## config.mk

```make
export PLATFORM = sky130hd
export DESIGN_NAME = fetch_ctrl
export DESIGN_NICKNAME = d
export VERILOG_FILES = /design/src/rtl/fetch_ctrl_pkg.sv /design/src/rtl/fetch_perf_cnt.sv /design/src/rtl/fetch_ctrl.sv
export SDC_FILE = /design/constraint.sdc
export NUM_CORES = 1
export LEC_CHECK = 0
export CAP_MARGIN = 0
export CORE_MARGIN = 2
export CORE_UTILIZATION = 44
export CTS_CLUSTER_DIAMETER = 120
export DETAILED_ROUTE_END_ITERATION = 16
export GPL_TIMING_DRIVEN = 0
export PLACE_DENSITY = 0.8
export SLEW_MARGIN = 20
export SYNTH_ARGS = -nofsm -noshare
export SYNTH_HDL_FRONTEND = slang
export SYNTH_SLANG_ARGS = --single-unit
```

## constraint.sdc

```tcl
create_clock -name clk -period 2.5 [get_ports clk]
set_input_delay 0.75 -clock clk [delete_from_list [all_inputs] [get_ports clk]]
set_output_delay 0.75 -clock clk [all_outputs]
set_load 0.01 [all_outputs]
```

## src/rtl/fetch_ctrl_pkg.sv

```systemverilog
// fetch_ctrl_pkg: fetch-sequencer state encodings and the core address-width default.
package fetch_ctrl_pkg;
    typedef enum logic [1:0] {
        FS_BOOT = 2'd0,
        FS_RUN  = 2'd1,
        FS_WAIT = 2'd2,
        FS_HALT = 2'd3
    } fetch_state_t;
    localparam int XLEN_DEFAULT = 32;
endpackage

```

## src/rtl/fetch_perf_cnt.sv

```systemverilog
// fetch_perf_cnt: free-running stall-cycle and redirect-flush counters (FETCH_PERF_CNT_EN builds only).
module fetch_perf_cnt (
    input  logic        clk,
    input  logic        reset,
    input  logic        stall,
    input  logic        redirect_flush,
    output logic [31:0] stall_cycles,
    output logic [31:0] flush_count
);
    always_ff @(posedge clk or negedge reset) begin
        if (!reset) begin
            stall_cycles <= '0;
            flush_count  <= '0;
        end else begin
            stall_cycles <= stall_cycles + 32'(stall);
            flush_count  <= flush_count + 32'(redirect_flush);
        end
    end
endmodule

```

## src/rtl/fetch_ctrl.sv

```systemverilog
// fetch_ctrl: fetch-stage sequencer arbitrating boot hold, redirects, halt, load-use stalls and imem waits.
// Optional FETCH_PERF_CNT_EN adds stall_cycles / flush_count performance counters.
module fetch_ctrl
    import fetch_ctrl_pkg::*;
#(
    parameter int BOOT_HOLD = 4,
    parameter int XLEN      = XLEN_DEFAULT
) (
    input  logic            clk,
    input  logic            reset,
    input  logic            branch_taken,
    input  logic [XLEN-1:0] branch_target,
    input  logic            load_use_hazard,
    input  logic            imem_ready,
    input  logic            halt_req,
    output logic            PC_write,
    output logic            PCSrc,
    output logic [XLEN-1:0] PC_Branch,
    output logic            IF_ID_write,
    output logic            IF_ID_flush,
    output logic            ID_EX_flush,
    output logic [1:0]      fetch_state,
    output logic            halted
`ifdef FETCH_PERF_CNT_EN
    ,
    output logic [31:0]     stall_cycles,
    output logic [31:0]     flush_count
`endif
);
    localparam int CW = BOOT_HOLD > 1 ? $clog2(BOOT_HOLD) : 1;
    localparam logic [CW-1:0] CNT_INIT = CW'(BOOT_HOLD > 0 ? BOOT_HOLD - 1 : 0);
    localparam fetch_state_t ST_INIT = BOOT_HOLD == 0 ? FS_RUN : FS_BOOT;

    fetch_state_t    state, state_nxt;
    logic [CW-1:0]   cnt, cnt_nxt;
    logic            pend_valid, pend_valid_nxt;
    logic [XLEN-1:0] pend_target, pend_target_nxt;

    always_ff @(posedge clk or negedge reset) begin
        if (!reset) begin
            state       <= ST_INIT;
            cnt         <= CNT_INIT;
            pend_valid  <= 1'b0;
            pend_target <= '0;
        end else begin
            state       <= state_nxt;
            cnt         <= cnt_nxt;
            pend_valid  <= pend_valid_nxt;
            pend_target <= pend_target_nxt;
        end
    end

    always_comb begin
        state_nxt       = state;
        cnt_nxt         = cnt;
        pend_valid_nxt  = pend_valid;
        pend_target_nxt = pend_target;
        PC_write        = 1'b0;
        PCSrc           = 1'b0;
        IF_ID_write     = 1'b0;
        IF_ID_flush     = 1'b0;
        ID_EX_flush     = 1'b0;
        case (state)
            FS_BOOT: begin
                IF_ID_flush = 1'b1;
                cnt_nxt     = cnt - CW'(1);
                state_nxt   = cnt == '0 ? FS_RUN : FS_BOOT;
            end
            FS_RUN: begin
                pend_valid_nxt = 1'b0;
                // A live branch squashes everything younger, so it outranks a deferred redirect.
                if (branch_taken || pend_valid) begin
                    PCSrc       = 1'b1;
                    PC_write    = 1'b1;
                    IF_ID_flush = 1'b1;
                    ID_EX_flush = branch_taken;
                end else if (halt_req) begin
                    state_nxt = FS_HALT;
                end else if (load_use_hazard) begin
                    ID_EX_flush = 1'b1;
                end else if (!imem_ready) begin
                    IF_ID_flush = 1'b1;
                    state_nxt   = FS_WAIT;
                end else begin
                    PC_write    = 1'b1;
                    IF_ID_write = 1'b1;
                end
            end
            FS_WAIT: begin
                if (branch_taken) begin
                    PCSrc       = 1'b1;
                    PC_write    = 1'b1;
                    IF_ID_flush = 1'b1;
                    ID_EX_flush = 1'b1;
                    state_nxt   = FS_RUN;
                end else if (imem_ready) begin
                    PC_write    = 1'b1;
                    IF_ID_write = 1'b1;
                    state_nxt   = FS_RUN;
                end else begin
                    IF_ID_flush = 1'b1;
                end
            end
            default: begin
                if (branch_taken) begin
                    pend_valid_nxt  = 1'b1;
                    pend_target_nxt = branch_target;
                    ID_EX_flush     = 1'b1;
                end
                state_nxt = halt_req ? FS_HALT : FS_RUN;
            end
        endcase
    end

    assign PC_Branch   = !PCSrc ? '0 : branch_taken ? branch_target : pend_target;
    assign fetch_state = state;
    assign halted      = state == FS_HALT;

`ifdef FETCH_PERF_CNT_EN
    fetch_perf_cnt u_perf (
        .clk            (clk),
        .reset          (reset),
        .stall          ((state == FS_RUN || state == FS_WAIT) && !PC_write),
        .redirect_flush (PCSrc),
        .stall_cycles   (stall_cycles),
        .flush_count    (flush_count)
    );
`endif
endmodule

```

==> results list <==
- In this run the cell area measured after placement is 0.00297 mm2.
- For this block, the initial DRC count from the detailed router was 75.
- Detailed-routing iteration count for the pre-antenna-repair pass: 4
- In the global route stage, overall resource usage came out at 20.0%.
* Fin. max-slew vios: 0
- Site Rows: 25
- Worst setup slack after layout: -0.0418 ns
- Via count: 1852
* Layout Nets: 351
* Via count of the first global-routing pass: 1800
* Clock tree root driver cell: clkbuf_8
- Mean routed wirelength per cell: 14.8 um
* Clock latency reported for the late side of the worst-skew pair: 0.29 ns
- Minimum clock period after layout: 2.54 ns
* Clock edge transition at the registers on the reported setup and hold paths: 0.07 ns
- Setup repair after global routing could not meet its margin everywhere.
* Die area: 0.00535 mm2
- The first global-routing pass estimated 8310 um of wire.
- Post-DP HPWL: 3290 um
- Traced cell by cell, the critical path runs through inv_4, ha_4, o21ai_2, nand2_2, nand2_4, buf_6, buf_8, buf_6, nor2_4, buf_6.
- Critical path buffer and inverter count: 5
* Global route overflow: 0
- At the pin with the least slew margin, the transition time is 0.477 ns.
- Critical path arrival: 1.79 ns
- Dividing total power by cell area gives a power density of 1120 mW/mm2.
- The most numerous cell type found on the critical path is buf_6.
- Once detail routing completed, the nets flagged for antenna violations numbered 0.
- Post-synthesis cell area: 0.00210 mm2
- The path class of the tightest hold or removal check is in -> async.
- Timing analysis after detailed placement gives a worst setup slack of -0.817 ns.
- Number of max-capacitance violations reported: 0
- Total clock buffers created by CTS: 5
* Final Hold Fails: 0
* CTS tree: yes
- In this run, synthesis produced a sequential element count of 37.
* Largest stage delay on the critical path: 0.46 ns
* IR drop worst, VDD: 0.619 mV
* Setup_tns: -0.107 ns
- The number of antenna violations at the first check in global routing came to 0.
- Crit path max-delay family: buffers and inverters
- Portion of the clock cycle consumed by the worst path in the final layout: 102%
- Synthesis handed over a netlist of 190 instances.
- STA classifies the critical path endpoint as an output pin.
- Antenna cells: 0
- The final reports fail on setup timing.
* H-tree depth: 2
- After layout, the design draws a total of 4.01 mW.
- In the routed design, unresolved DRC markers number 0.
* Area growth, synth to finish: 69.3%
- The clock passes through at most 2 buffers.
* Starting density of the core: 45.2%
- Mapped Nets: 233
- 78 I/O pins were placed.
* Critical path launch point type: flop
- Across the whole layout, storage elements account for 931 um2.
- Combined area of the multi-input logic cells: 0.00125 mm2
- After synthesis, the mean cell area works out to 11.1 um2.
* Core area: 0.00466 mm2
* Overall die width: 73.2 um
- Final estimated routing congestion in global placement: 0.777
- Number of sinks driven by the clock tree: 37
- Number of setup violations in the final report: 4
- Maximum number of pins on one net before global-route repair: 21
- STA puts the critical path data required time at 1.75 ns.
* Critical Path Slowest Stage Cell: dfrtp_2
- Of all nets on the critical path, the largest fanout is 6.
* Worst Skew: 0.00381 ns
* Headroom to the max-slew limit: 68.2%
* R2R depth: 5
* Final instance area: 0.00356 mm2
- The netlist uses 23 different library cells.
- Leakage power figure: 1.69 nW
- Run status: complete, but fails checks
- Maximum achievable frequency: 393 MHz
- Proportion of synthesized chip area in sequential cells: 44.1%
* Die height: 73.2 um
- Cell depth of the worst setup path: 10
- The routed design has 5360 um of wire.
* Quantity of I/O buffers inserted on ports: 77
- The filler cells instantiated in the layout total 333.
* Yosys warning total: 0
* CTS Hold Bufs: 0
- Vias per std cell: 5.10
- The post-route netlist has 41.7% of its cells at a drive strength greater than 1.
* Setup CP Type: reg -> out
layer usage:
| layer | up-vias | share of wire, % | track usage [%] |
|---|---|---|---|
| met5 | - | 0 | 0 |
| met4 | 0 | 1.9 | 4.94 |
| met3 | 11 | 6.4 | 6.08 |
| met2 | 56 | 50 | 33.4 |
| met1 | 901 | 41 | 25.3 |
| li1 | 884 | - | - |
power breakdown:
part / switching, mW / internal [mW]
Combinational: 1.11 / 1.31
Sequential: 0.197 / 0.925
Clock: 0.213 / 0.249
kinds of logic after synthesis:
| logic type | after synthesis | synth area share, % |
|---|---|---|
| AO/OA/AOI/OAI | 14 | 4.16 |
| XOR/XNOR | 1 | 0.416 |
| adder cells (fa/ha/maj) | 5 | 2.97 |
| buffers and inverters | 21 | 5.88 |
| flip-flops | 37 | 44.1 |
| multiplexers | 68 | 34.2 |
| AND/OR/NAND/NOR | 44 | 8.21 |
per-stage QoR:
| step | instances | util (%) | hold slack (ns) |
|---|---|---|---|
| after floorplan | 190 | - | 0.454 |
| after global placement | 321 | 63.1 | 0.473 |
| after detailed placement | 322 | 63.6 | 0.480 |
| after CTS | 352 | 71.5 | 0.425 |
| after global routing | 363 | 76.5 | 0.431 |
| final | 363 | 76.5 | 0.411 |
final cells by class:
type                            count  share of cell area, %
Multi-Input combinational cell    132                   35.1
Timing Repair Buffer              111                   28.8
Sequential cell                    37                   26.1
Buffer                             11                   4.07
Clock buffer                        7                   2.70
Tap cell                           54                   1.90
Inverter                           10                   1.19
Clock inverter                      1                  0.140
synth_stat cells:
master | count | area [um2]
nor2_1 | 38 | 143
mux2i_1 | 36 | 360
dfrtp_1 | 35 | 876
mux2_1 | 32 | 360
inv_1 | 9 | 33.8
a21oi_1 | 7 | 35.0
ha_1 | 5 | 62.6
buf_6 | 4 | 45.0
buf_2 | 3 | 15.0
buf_4 | 3 | 22.5
nand2_1 | 3 | 11.3
a211oi_1 | 2 | 15.0
dfstp_2 | 2 | 52.6
o21ai_1 | 2 | 10.0
a2bb2oi_2 | 1 | 15.0
clkbuf_1 | 1 | 3.75
inv_2 | 1 | 3.75
nand2_2 | 1 | 6.26
nand2b_1 | 1 | 6.26
nor4_1 | 1 | 6.26
o21ai_0 | 1 | 5.00
o21bai_1 | 1 | 7.51
xor2_1 | 1 | 8.76
cell usage in the layout (no fill, tap or decap), types with 5 or more instances in the layout:
cell type / count
clkbuf_8: 7
buf_4: 23
buf_6: 21
nor2_1: 22
mux2i_1: 31
buf_2: 22
dlygate4sd2_1: 5
a21oi_1: 7
buf_8: 6
mux2_1: 32
inv_1: 7
clkdlybuf4s50_1: 35
nor2_4: 11
dfrtp_1: 33
nor2_2: 5
flip-flops by register name, summed over array words and instances, names as in the netlist:
name,count
pend_target,32
cnt,2
fetch_state,2
pend_valid,1
timing repair:
action | CTS | global route
pin swaps | 15 | 9
buffers inserted | 19 | 12
gates resized for setup | 192 | 54
endpoints found under the setup margin | 37 | 34
gates cloned | 3 | 0
worst register-to-register path: stages (launching register included):
cell and delay [ns]:
dfrtp_2 0.45, buf_4 0.15, ha_2 0.22, nand2_2 0.17
buf_6 0.18, mux2_1 0.36
worst paths after layout:
check                                 from         endpoint  slack, ns
min                                  reset   fetch_state[1]       0.41
max                         fetch_state[1]    PC_Branch[11]      -0.04
min reg2reg                pend_target[28]  pend_target[28]       0.49
max reg2reg                 fetch_state[0]   pend_target[6]       0.83
max in group asynchronous            reset           cnt[1]       1.55
min in group clk           pend_target[28]  pend_target[28]       0.49
Power figures use the tool's default switching activity.
